--- src/rtl/ov7670_pixel_capture.sv ---
// rtl/ov7670_pixel_capture.sv - OV7670 parallel bus oversampler and RGB444 pixel assembler
module ov7670_pixel_capture #(
  parameter int H_PIXELS = 640,
  parameter int V_LINES  = 480
) (
  input  logic        clk,
  input  logic        rst_n,
  input  logic        cfg_done,
  input  logic        cmos_pclk,
  input  logic        cmos_href,
  input  logic        cmos_vsync,
  input  logic [7:0]  cmos_data,
  input  logic        pix_full,
  output logic        pix_wr_en,
  output logic [11:0] pix_data,
  output logic [9:0]  pix_x,
  output logic [8:0]  pix_y,
  output logic        frame_start,
  output logic        frame_done,
  output logic        overflow,
  output logic        line_err,
  input  logic        err_clr
);

  typedef enum logic [1:0] {WAIT_CFG, WAIT_VS, BYTE1, BYTE2} state_t;

  localparam logic [9:0] H_MAX = 10'(H_PIXELS);
  localparam logic [8:0] V_MAX = 9'(V_LINES);

  state_t      state, state_nxt;
  logic        pclk_s1, pclk_s2, pclk_s3;
  logic        href_s1, href_s2;
  logic        vsync_s1, vsync_s2, vsync_s3;
  logic [7:0]  data_s1, data_s2;
  logic [3:0]  r_nib;
  logic [9:0]  x;
  logic [8:0]  y;
  logic        line_seen;

  logic        pclk_rise, vs_rise, vs_fall;
  logic        frame_begin, frame_end, take_byte1, take_byte2, line_end;
  logic        in_range, wr_go, ovf_set, lerr_set, fd_go;

  assign pclk_rise = pclk_s2 & ~pclk_s3;
  assign vs_rise   = vsync_s2 & ~vsync_s3;
  assign vs_fall   = ~vsync_s2 & vsync_s3;

  // Bring the asynchronous camera bus into the clk domain; data and href share pclk's latency
  always_ff @(posedge clk or negedge rst_n) begin
    if (!rst_n) begin
      {pclk_s1, pclk_s2, pclk_s3}    <= '0;
      {href_s1, href_s2}             <= '0;
      {vsync_s1, vsync_s2, vsync_s3} <= '0;
      data_s1 <= '0;
      data_s2 <= '0;
    end else begin
      {pclk_s1, pclk_s2, pclk_s3}    <= {cmos_pclk, pclk_s1, pclk_s2};
      {href_s1, href_s2}             <= {cmos_href, href_s1};
      {vsync_s1, vsync_s2, vsync_s3} <= {cmos_vsync, vsync_s1, vsync_s2};
      data_s1 <= cmos_data;
      data_s2 <= data_s1;
    end
  end

  // Capture state register
  always_ff @(posedge clk or negedge rst_n) begin
    if (!rst_n) state <= WAIT_CFG;
    else        state <= state_nxt;
  end

  // Next-state selection; losing cfg_done always returns to WAIT_CFG
  always_comb begin
    state_nxt = state;
    if (!cfg_done) begin
      state_nxt = WAIT_CFG;
    end else begin
      case (state)
        WAIT_CFG: state_nxt = WAIT_VS;
        WAIT_VS:  if (frame_begin) state_nxt = BYTE1;
        BYTE1, BYTE2: begin
          if (frame_end)                    state_nxt = WAIT_VS;
          else if (take_byte1)              state_nxt = BYTE2;
          else if (take_byte2 || line_end)  state_nxt = BYTE1;
        end
        default: state_nxt = WAIT_CFG;
      endcase
    end
  end

  // Per-cycle action decode: which byte/line/frame event happens and what it implies
  always_comb begin
    frame_begin = 1'b0;
    frame_end   = 1'b0;
    take_byte1  = 1'b0;
    take_byte2  = 1'b0;
    line_end    = 1'b0;
    if (cfg_done) begin
      case (state)
        WAIT_VS: frame_begin = vs_fall;
        BYTE1, BYTE2: begin
          if (vs_rise) begin
            frame_end = 1'b1;
          end else if (pclk_rise) begin
            if (href_s2) begin
              take_byte1 = (state == BYTE1);
              take_byte2 = (state == BYTE2);
            end else if (line_seen) begin
              line_end = 1'b1;
            end
          end
        end
        default: ;
      endcase
    end
    in_range = (x < H_MAX) && (y < V_MAX);
    wr_go    = take_byte2 & in_range & ~pix_full;
    ovf_set  = take_byte2 & in_range & pix_full;
    lerr_set = (take_byte2 & ~in_range)
             | (line_end & ((state == BYTE2) | (x != H_MAX)))
             | (frame_end & (y != V_MAX));
    fd_go    = frame_end & (y == V_MAX);
  end

  // Pixel assembly, coordinate counters, output strobes and sticky error flags
  always_ff @(posedge clk or negedge rst_n) begin
    if (!rst_n) begin
      pix_wr_en   <= 1'b0;
      pix_data    <= '0;
      pix_x       <= '0;
      pix_y       <= '0;
      frame_start <= 1'b0;
      frame_done  <= 1'b0;
      overflow    <= 1'b0;
      line_err    <= 1'b0;
      r_nib       <= '0;
      x           <= '0;
      y           <= '0;
      line_seen   <= 1'b0;
    end else begin
      pix_wr_en   <= wr_go;
      frame_start <= frame_begin;
      frame_done  <= fd_go;
      if (take_byte1) r_nib <= data_s2[3:0];
      if (wr_go) begin
        pix_data <= {r_nib, data_s2};
        pix_x    <= x;
        pix_y    <= y;
      end
      if (frame_begin) begin
        x <= '0;
        y <= '0;
      end else if (take_byte2) begin
        if (x != 10'h3FF) x <= x + 10'd1;
      end else if (line_end) begin
        x <= '0;
        if (y != 9'h1FF) y <= y + 9'd1;
      end
      if (frame_begin || line_end)      line_seen <= 1'b0;
      else if (take_byte1 || take_byte2) line_seen <= 1'b1;
      if (ovf_set)      overflow <= 1'b1;
      else if (err_clr) overflow <= 1'b0;
      if (lerr_set)     line_err <= 1'b1;
      else if (err_clr) line_err <= 1'b0;
    end
  end

endmodule

--- config.mk ---
export PLATFORM = sky130hd
export DESIGN_NAME = ov7670_pixel_capture
export DESIGN_NICKNAME = d
export VERILOG_FILES = /design/src/rtl/ov7670_pixel_capture.sv
export SDC_FILE = /design/constraint.sdc
export NUM_CORES = 1
export LEC_CHECK = 0
export ABC_AREA = 1
export CAP_MARGIN = 20
export CORE_ASPECT_RATIO = 1.1
export CORE_MARGIN = 2
export CORE_UTILIZATION = 40
export CTS_BUF_LIST = sky130_fd_sc_hd__clkbuf_4 sky130_fd_sc_hd__clkbuf_8
export CTS_CLUSTER_DIAMETER = 30
export CTS_CLUSTER_SIZE = 20
export DETAILED_ROUTE_END_ITERATION = 16
export SLEW_MARGIN = 20
export SYNTH_ARGS = -nofsm -noshare
export SYNTH_HDL_FRONTEND = slang
export SYNTH_SLANG_ARGS = --single-unit
--- constraint.sdc ---
create_clock -name clk -period 3.4 [get_ports clk]
set_input_delay 1.02 -clock clk [delete_from_list [all_inputs] [get_ports clk]]
set_output_delay 1.02 -clock clk [all_outputs]
set_load 0.01 [all_outputs]
# Yosys cells after proc, flatten, opt, wreduce, memory -nomap -nowiden
# Cells that the tools add are included.
# op_classes
addsub	2
multipliers	0
n_div	0
order_cmp	2
eq_ne	12
shift	0
muxes	40
n_bitwise	18
reduce_logical	15
# ops
operator	count
10-bit two-way mux	4
9-bit two-way mux	4
1-bit two-way mux	26
10-bit != test (second input constant)	2
9-bit != test (second input constant)	2
10-bit by 1-bit adder with 10-bit output (second input constant)	1
1-bit AND	10
10-bit < comparator (second input constant)	1
2-bit two-way mux	5
2-bit nonzero test	5
9-bit by 1-bit adder with 9-bit output (second input constant)	1
9-bit == test (second input constant)	1
9-bit < comparator (second input constant)	1
2-bit one-hot mux with 3 select lines	1
5-bit != test (second input constant)	1
1-bit NOT	5
2-bit == test (second input constant)	2
2-bit AND reduction	2
1-bit logical OR	3
3-bit by 2-bit != test with 1-bit output (second input constant)	1
3-bit != test (second input constant)	1
1-bit OR	3
3-bit AND reduction	1
3-bit nonzero test	1
5 further kinds	5
# word_totals
reg_bits	86
latchBits	0
mem_bits_rw	0
mem_bits_ro	0
inputBits	16
output_inout_bits	36
word_cells	112
mem_count	0

# Depth between registers and ports, before layout
# Gate-level depths: netlist of the first run.
# depth
depth_word	12
depth_mapped	10

# Least setup slack after synthesis of the first run
# No wires, ideal clock.
# synth_path
kind	input to register
from	input port cfg_done
to	register y[7]
setup_ns	0.119
arrival_time_ns	1.781
required_time_ns	3.281
setup_slack_ns	1.501
cell_stages	8
path_buffers	1
path_cell_list	nand2_2 nor2_4 nand2_2 o21ai_4 inv_2 buf_6 nand2_2 o21ai_2
# synth_between
elab_chain_cells	3
elab_cells_between_ends	8
# synth_rtl
element	line	rtl
start, declared	8	input logic cfg_done,
1-bit two-way mux	97	if (cfg_done) begin
2-bit != test (no line) or 2-bit nonzero test (tied branches)	n/a	
3-bit AND reduction (no line)	n/a	
end signal, assigned	156	if (y != 9'h1FF) y <= y + 9'd1;
end, declared	37	logic [8:0] y;
# Several ways; a longest one is shown, not always the timed one.
# A chain may end at the register's enable or synchronous reset.

# Worst setup path after layout of the first run
# layout_path
from	input port cfg_done
to	register pix_y[5]
# layout_between
elab_chain_cells	3
# layout_rtl
element	line	rtl
1-bit two-way mux	97	
1-bit AND (2 in series)	116	wr_go = take_byte2 & in_range & ~pix_full;
end signal, assigned	147	pix_y <= y;
end, declared	17	output logic [8:0] pix_y,
# Every way passes these cells.

==> results.sh, run 1 <==
export IMPL_core_area_mm2=0.00896
export IMPL_wl_per_cell_um=12.8
export IMPL_fp_row_count=36
export IMPL_path_cells="clkdlybuf4s50_1 > nand3_1 > nor2_1 > nand2_2 > nor2_4 > nand2_4 > buf_4 > nand2_2 > o21ai_2"
export IMPL_ys_ff_latch=86
export IMPL_rsz0062_at_grt="no"
export IMPL_ctsHoldBuffers=0
export IMPL_antenna_found_initial=0
export IMPL_async_flop_share_pct=100
export IMPL_ir_worst_vdd_mv=0.207
export IMPL_final_nets=466
export IMPL_tightest_slew_ns=0.727
export IMPL_cts_tree="done"
export IMPL_switching_power_uw=457
export IMPL_critPathLaunchType="input pin"
export IMPL_endpoint_kind="flip-flop"
export IMPL_finalHoldViolations=0
export IMPL_finish_instance_area_mm2=0.00454
export IMPL_port_buffers=51
export IMPL_die_h_um=105
export IMPL_status="finished, final reports clean"
export IMPL_synth_top_cell_area_share_pct=57.8
export IMPL_grt_usage_pct=16.0
export IMPL_clk_path_buf_depth=2
export IMPL_fmaxAchievable_mhz=379
export IMPL_cts_resized_gates=0
export IMPL_fin_ws_ns=0.764
export IMPL_pwr_share_comb_pct=6.6
export IMPL_drive_gt1_share_pct=15.4
export IMPL_fin_hold_ws_ns=0.351
export IMPL_cts_setup_buffers=0
export IMPL_clock_skew_ns=0.0158
export IMPL_min_period_ns=2.64
export IMPL_cts_num_sinks=86
export IMPL_yosys_area_top_type="dfrtp_1"
export IMPL_dp_slack_ns=0.365
export IMPL_final_antenna_net_count=0
export IMPL_drtIter0Drc=102
export IMPL_dpl_cell_area_mm2=0.00433
export IMPL_yosys_warnings=0
export IMPL_crit_path_frequent_cell="nand2_2"
export IMPL_cpPeakStageDelay_ns=0.58
export IMPL_antennaDiodeCount=0
export IMPL_syn_nets=409
export IMPL_yosys_top_cells_area="dfrtp_1, nand2_1, o21ai_2, nand3_1, inv_1"
export IMPL_p_clk_share_pct=39.0
export IMPL_area_growth_pct=22.0
export IMPL_final_max_slew_viol_count=0
export IMPL_power_leakage_nw=2.10
export IMPL_cts_root_buf="clkbuf_8"
export IMPL_wirelength_um=7200
export IMPL_die_area_mm2=0.0101
export IMPL_clkLatencyLatePin_ns=0.36
export IMPL_cp_data_required_time_ns=3.65
export IMPL_p_seq_share_pct=54.5
export IMPL_dp_hpwl_um=5180
export IMPL_ios=52
export IMPL_tns_ns=0
export IMPL_timing_final_crit_share_pct=77.5
export IMPL_route_detailed_drc=0
export IMPL_synth_cells=388
export IMPL_power_density_mw_per_mm2=442
export IMPL_seq_area_frac_synth_pct=57.8
export IMPL_p_int_mw=1.55
export IMPL_start_util_pct=41.5
export IMPL_hp_class="flip-flop to flip-flop"
export IMPL_synth_cell_types=25
export IMPL_power_mw=2.01
export IMPL_place_congestion=0.868
export IMPL_dieWidth_um=96.0
export IMPL_grt_max_degree=59
export IMPL_p_sw_share_pct=22.8
export IMPL_setup_viol=0
export IMPL_synth_most_common_cell="nand2_1"
export IMPL_path_class="input pin to flip-flop"
export IMPL_arrival_ns=2.88
export IMPL_slowest_stage="clkdlybuf4s50_1"
export IMPL_crit_path_max_fanout=45
export IMPL_grt_pass1_wl_um=12400
export IMPL_synth_edf_count=0
export IMPL_overflow=0
export IMPL_avgSynthCellArea_um2=9.59
export IMPL_vias=2692
export IMPL_synth_area_mm2=0.00372
export IMPL_htree_levels=3
export IMPL_vias_per_cell=4.79
export IMPL_synth_ff_type="dfrtp_1"
export IMPL_clk_pin_slew_ns=0.08
export IMPL_synth_common_cells="nand2_1, dfrtp_1, inv_1"
export IMPL_cts_made_buffers=9
export IMPL_grt_pass1_vias=2647
export IMPL_relSlewSlack_pct=51.5
export IMPL_dr_pass1_iters=4
export IMPL_maxCapViolations=0
## state kept, by name, indices dropped and copies added (netlist names), 2 cells and up
register  count
state         2
data_s2       8
pix_data     12
x            10
pix_y         9
y             9
data_s1       8
r_nib         4
pix_x        10
## power groups by stage
| stage | clock network (mW) | logic, mW | registers (mW) |
|---|---|---|---|
| 2_1_floorplan | 0 | 0.0779 | 1.11 |
| 3_3_place_gp | 0 | 0.133 | 1.11 |
| 3_5_place_dp | 0 | 0.135 | 1.11 |
| 4_1_cts | 0.809 | 0.135 | 1.09 |
| 5_1_grt | 0.850 | 0.155 | 1.10 |
| 6_report | 0.782 | 0.132 | 1.09 |
## critical path: cells and delay by family
family	cells	cell delay [ns]
AO/OA/AOI/OAI	1	0.04
buffers and inverters	2	0.91
AND/OR/NAND/NOR	6	0.90
## path summary, 6_finish.rpt
path	from	end	slack [ns]	depth (start not counted)
min in group asynchronous	rst_n	data_s1[7]	0.72	1
setup / recovery	cfg_done	pix_y[5]	0.76	9
max in group asynchronous	rst_n	x[6]	2.05	2
setup reg to reg	y[5]	pix_data[6]	1.43	7
hold / removal	vsync_s1	vsync_s2	0.35	0
hold reg to reg	vsync_s1	vsync_s2	0.35	0
## stage by stage
step                std cells  util, %
floorplan                 388        -
global placement          548     48.3
detailed placement        548     48.3
CTS                       562     50.7
global route              562     50.7
finish                    562     50.7
## routing by layer
metal | share of wire (%) | track usage (%) | vias to the layer above
li1 | - | - | 1348
met2 | 50 | 25.8 | 53
met1 | 44 | 20.6 | 1278
met3 | 3.2 | 2.38 | 13
met5 | 0 | 0 | -
met4 | 2.9 | 8.47 | 0
## kinds of logic after synthesis
family                   count (synthesis)  synth area share (%)
adder cells (fa/ha/maj)                  5                  1.68
AND/OR/NAND/NOR                        198                  24.1
AO/OA/AOI/OAI                           45                  8.77
flip-flops                              86                  57.8
XOR/XNOR                                 5                  1.18
buffers and inverters                   49                  6.45
## layout by cell type, fill, tap and decap left out, types with 3 or more instances in the layout
master,n
o21ai_2,24
clkbuf_8,10
nand4_1,5
ha_1,5
nor2_1,18
inv_1,37
dfrtp_1,86
clkdlybuf4s50_1,50
xor2_1,5
nor3_1,4
nand2_2,14
nor2_2,3
o21ai_1,9
buf_4,4
nand2_1,112
nor2_4,3
o21ai_0,10
nand3_1,34
## area by class of cell
class | instances | area (um^2)
clock buffers | 11 | 145
clock inverters | 3 | 68.8
fillers | 850 | 4420
inverters | 40 | 151
multi-input cells | 253 | 1330
flip-flops and latches | 86 | 2150
well taps | 114 | 143
repair buffers | 55 | 551
Power figures use the tool's default switching activity.
==> run 2: changes to the inputs <==
==> constraint.sdc (replaced) <==
create_clock -name clk -period 2.19 [get_ports clk]
set_input_delay 0.657 -clock clk [delete_from_list [all_inputs] [get_ports clk]]
set_output_delay 0.657 -clock clk [all_outputs]
set_load 0.01 [all_outputs]
==> run 2 against run 1 <==
Effect of this change: clock power is 37% higher; critical path type is now flip-flop to output port; largest power group unchanged; routed wire length is 3.1% higher; critical path depth is 8 lower; combinational power is 61% higher; non-clock buffer count is 7 higher; first-iteration DRC count is 18% lower; via count is 0.67% higher; highest routed layer unchanged; cell count is 1.6% higher; sequential share of layout area is 0.53 points lower; cell area is 1.1% higher; sequential power is 56% higher.
==> results.sh, run 2 (synthesized netlist as in run 1, its figures left out) <==
export IMPL_status="finished, final reports clean"
export IMPL_slowest_stage="clkdlybuf4s50_1"
export IMPL_clkLatencyLatePin_ns=0.36
export IMPL_largest_register="pix_data"
export IMPL_fin_util_pct=51.2
export IMPL_maxCapViolations=0
export IMPL_tightest_slew_ns=0.352
export IMPL_setup_viol=0
export IMPL_die_h_um=105
export IMPL_crit_buf_inv=1
export IMPL_cts_root_buf="clkbuf_8"
export IMPL_grt_max_degree=34
export IMPL_cts_tree="done"
export IMPL_arrival_ns=1.29
export IMPL_min_period_ns=1.95
export IMPL_power_mw=2.98
export IMPL_drive_gt1_share_pct=17.1
export IMPL_fin_ws_ns=0.239
export IMPL_overflow=0
export IMPL_cts_made_buffers=9
export IMPL_relSlewSlack_pct=76.5
export IMPL_timing_final_crit_share_pct=89.1
export IMPL_wirelength_um=7430
export IMPL_dp_hpwl_um=5320
export IMPL_vias=2710
export IMPL_clk_pin_slew_ns=0.10
export IMPL_timing_rr_start="y[0]"
export IMPL_reg_top3="pix_data x12, pix_x x10, x x10"
export IMPL_wl_met1_um=3330
export IMPL_finalHoldViolations=0
export IMPL_ctsHoldBuffers=0
export IMPL_clk_path_buf_depth=2
export IMPL_rsz0062_at_grt="no"
export IMPL_critPathLaunch="overflow"
export IMPL_antennaDiodeCount=0
export IMPL_layout_commonest_cell="nand2_1"
export IMPL_clock_skew_ns=0.0172
export IMPL_wl_met3_um=201
export IMPL_grt_pass1_vias=2684
export IMPL_grt_usage_pct=16.2
export IMPL_fp_row_count=36
export IMPL_dp_slack_ns=0.0148
export IMPL_antenna_found_initial=0
export IMPL_largest_reg_flops=12
export IMPL_final_nets=473
export IMPL_highest_layer="met4"
export IMPL_route_detailed_drc=0
export IMPL_fmaxAchievable_mhz=512
export IMPL_ios=52
export IMPL_worst_path_dominant_cell_family="buffers and inverters"
export IMPL_power_leakage_nw=2.12
export IMPL_cts_resized_gates=0
export IMPL_crit_path_max_fanout=2
export IMPL_ir_worst_vdd_mv=0.294
export IMPL_critical_path_depth=1
export IMPL_path_cells="clkdlybuf4s50_1"
export IMPL_endpoint_kind="output port"
export IMPL_area_growth_pct=23.4
export IMPL_vias_per_cell=4.75
export IMPL_tns_ns=0
export IMPL_final_cell_mix="nand2_1, dfrtp_1, clkdlybuf4s50_1"
export IMPL_drtIter0Drc=84
export IMPL_htree_levels=3
export IMPL_power_density_mw_per_mm2=648
export IMPL_dr_pass1_iters=4
export IMPL_cp_data_required_time_ns=1.53
export IMPL_final_max_slew_viol_count=0
export IMPL_final_antenna_net_count=0
export IMPL_start_util_pct=41.5
export IMPL_regToRegEndpoint="y[5]"
export IMPL_ff2ff_path_depth=8
export IMPL_wl_per_cell_um=13.0
export IMPL_cts_num_sinks=86
export IMPL_hp_class="input pin to async pin"
export IMPL_core_area_mm2=0.00896
export IMPL_port_buffers=51
export IMPL_critPathLaunchType="flip-flop"
export IMPL_wl_met2_um=3750
export IMPL_path_class="flip-flop to output port"
export IMPL_crit_end="overflow"
export IMPL_die_area_mm2=0.0101
export IMPL_grt_pass1_wl_um=12600
export IMPL_cpPeakStageDelay_ns=0.57
export IMPL_place_congestion=0.874
export IMPL_cts_setup_buffers=0
export IMPL_reg2reg_slack_ns=0.42
export IMPL_dieWidth_um=96.0
run 2: cell types whose count changed in the layout (fill, tap and decap cells not counted), sizes merged:
| cell | delta |
|---|---|
| buf | +7 |
| bufinv | -2 |
| clkbuf | -1 |
| clkinv | +1 |
| clkinvlp | +2 |
| inv | +2 |
run 2: cell type report:
class / instances / area [um^2]
Multi-Input combinational cell: 253 / 1330
Sequential cell: 86 / 2150
Timing Repair Buffer: 62 / 628
Clock buffer: 10 / 138
Inverter: 40 / 151
Fill cell: 834 / 4370
Clock inverter: 6 / 50.0
Tap cell: 114 / 143
run 2: where the power goes:
part,internal (mW),switching (mW),leakage (nW)
clock,0.457,0.608,0.0899
combinational,0.0855,0.128,0.892
sequential,1.65,0.0495,1.14
total,2.19,0.785,2.12
run 2: worst min-delay path by stage:
stage,endpoint,cells after the start
3_5_place_dp,data_s2[4],0
3_3_place_gp,data_s2[4],0
6_report,data_s1[6],1
5_1_grt,data_s2[6],1
2_1_floorplan,data_s2[0],0
4_1_cts,data_s1[6],1
run 2: routing by layer:
layer | GRT usage, % | up-vias
met2 | 26.8 | 43
met5 | 0 | -
met3 | 2.67 | 11
met4 | 7.14 | 0
li1 | - | 1355
met1 | 20.6 | 1301
run 2: per-stage QoR:
step           cell area [um^2]  hold WS (ns)  instances
6_report                   4590         0.185        571
5_1_grt                    4590         0.186        571
4_1_cts                    4590         0.177        571
3_5_place_dp               4400         0.335        555
3_3_place_gp               4400         0.332        555
2_1_floorplan              3720         0.331        388
==> run 3: changes to the inputs <==
--- a/config.mk
+++ b/config.mk
@@ -6,10 +6,10 @@
 export NUM_CORES = 1
 export LEC_CHECK = 0
 export ABC_AREA = 1
-export CAP_MARGIN = 20
+export CAP_MARGIN = 0
 export CORE_ASPECT_RATIO = 1.1
 export CORE_MARGIN = 2
-export CORE_UTILIZATION = 40
+export CORE_UTILIZATION = 35
 export CTS_BUF_LIST = sky130_fd_sc_hd__clkbuf_4 sky130_fd_sc_hd__clkbuf_8
 export CTS_CLUSTER_DIAMETER = 30
 export CTS_CLUSTER_SIZE = 20
==> run 3 against run 2 <==
Effect of this change: cell count up 5.1%; largest cell class unchanged; sequential share of layout area down 0.64 points; die area rose by 14%; worst setup slack worse by 0.0044 ns; critical path type unchanged; critical endpoint unchanged; combinational power about the same.
==> results.sh, run 3 (synthesized netlist as in run 1, its figures left out) <==
export IMPL_status="finished, final reports clean"
export IMPL_ir_worst_vdd_mv=0.242
export IMPL_reg_top3="pix_data x12, pix_x x10, x x10"
export IMPL_endpoint_kind="output port"
export IMPL_antennaDiodeCount=0
export IMPL_dr_pass1_iters=4
export IMPL_critPathLaunchType="flip-flop"
export IMPL_cts_resized_gates=0
export IMPL_fill_cells=984
export IMPL_hp_class="input pin to async pin"
export IMPL_grt_pass1_vias=2599
export IMPL_fmaxAchievable_mhz=511
export IMPL_grt_usage_pct=14.3
export IMPL_p_seq_share_pct=54.6
export IMPL_clkLatencyLatePin_ns=0.37
export IMPL_slowest_stage="clkdlybuf4s50_1"
export IMPL_fp_row_count=39
export IMPL_final_max_slew_viol_count=0
export IMPL_p_sw_share_pct=25.0
export IMPL_finalHoldViolations=0
export IMPL_arrival_ns=1.30
export IMPL_clock_skew_ns=0.0139
export IMPL_die_h_um=112
export IMPL_place_congestion=0.813
export IMPL_tns_ns=0
export IMPL_fin_hold_ws_ns=0.207
export IMPL_wirelength_um=7490
export IMPL_grt_pass1_wl_um=12400
export IMPL_cts_num_sinks=86
export IMPL_route_detailed_drc=0
export IMPL_drtIter0Drc=152
export IMPL_cp_data_required_time_ns=1.53
export IMPL_start_util_pct=35.8
export IMPL_largest_reg_flops=12
export IMPL_power_mw=3.11
export IMPL_port_buffers=51
export IMPL_ios=52
export IMPL_wl_per_cell_um=12.5
export IMPL_worst_path_dominant_cell_family="buffers and inverters"
export IMPL_cpPeakStageDelay_ns=0.55
export IMPL_cts_tree="done"
export IMPL_area_growth_pct=25.1
export IMPL_dieWidth_um=102
export IMPL_final_antenna_net_count=0
export IMPL_switching_power_uw=776
export IMPL_p_int_mw=2.33
export IMPL_p_clk_share_pct=38.5
export IMPL_clk_path_buf_depth=2
export IMPL_ctsHoldBuffers=0
export IMPL_overflow=0
export IMPL_vias=2646
export IMPL_path_class="flip-flop to output port"
export IMPL_setup_viol=0
export IMPL_cts_root_buf="clkbuf_8"
export IMPL_layout_commonest_cell="nand2_1"
export IMPL_antenna_found_initial=0
export IMPL_timing_final_crit_share_pct=89.3
export IMPL_relSlewSlack_pct=74.1
export IMPL_power_density_mw_per_mm2=667
export IMPL_final_nets=473
export IMPL_clk_pin_slew_ns=0.09
export IMPL_vias_per_cell=4.41
export IMPL_final_cell_mix="nand2_1, dfrtp_1, clkdlybuf4s50_1"
export IMPL_core_area_mm2=0.0104
export IMPL_drive_gt1_share_pct=17.1
export IMPL_largest_register="pix_data"
export IMPL_crit_path_max_fanout=2
export IMPL_cts_setup_buffers=0
export IMPL_htree_levels=3
export IMPL_grt_max_degree=42
export IMPL_crit_buf_inv=1
export IMPL_maxCapViolations=0
export IMPL_path_cells="clkdlybuf4s50_1"
export IMPL_dp_hpwl_um=5540
export IMPL_cts_made_buffers=9
export IMPL_pwr_share_comb_pct=6.9
export IMPL_power_leakage_nw=2.14
export IMPL_die_area_mm2=0.0115
export IMPL_tightest_slew_ns=0.389
export IMPL_rsz0062_at_grt="no"
export IMPL_min_period_ns=1.96
## run 3: power by group through the flow
| stage | registers [mW] | clock network [mW] | logic (mW) |
|---|---|---|---|
| 4_1_cts | 1.70 | 1.23 | 0.222 |
| 5_1_grt | 1.71 | 1.30 | 0.246 |
| 6_report | 1.70 | 1.20 | 0.215 |
| 3_3_place_gp | 1.72 | 0 | 0.219 |
| 2_1_floorplan | 1.72 | 0 | 0.121 |
| 3_5_place_dp | 1.73 | 0 | 0.221 |
## run 3: layer usage
metal	GRT usage [%]	part of all wire, %
met1	17.5	44
met2	23.6	51
met3	2.18	2.3
met4	8.36	2.4
met5	0	0
## run 3: area by class of cell
class	count	area, um^2	share of cell area [%]
clock inverter	5	63.8	1.37
sequential	86	2150	46.2
multi-input combinational	253	1330	28.6
inverter	40	151	3.25
tap	143	179	3.84
clock buffer	11	151	3.25
timing repair buffer	62	628	13.5
## run 3: path summary, 6_finish.rpt
check,from,endpoint,slack (ns),depth (start not counted)
setup / recovery,overflow,overflow,0.23,1
hold / removal,rst_n,data_s2[7],0.21,1
setup reg to reg,y[0],y[6],0.41,8
hold reg to reg,data_s1[6],data_s2[6],0.35,0
max in group asynchronous,rst_n,frame_done,1.40,2
min in group clk,data_s1[6],data_s2[6],0.35,0
## run 3: stage by stage
step                      cells  instance area (um^2)  setup slack (ns)  utilization, %
after global routing        600                  4660             0.190            44.8
after floorplan             388                  3720             0.572               -
after detailed placement    584                  4440          -0.00473            42.7
after global placement      584                  4440            0.0457            42.7
final                       600                  4660             0.234            44.8
after CTS                   600                  4660             0.193            44.8
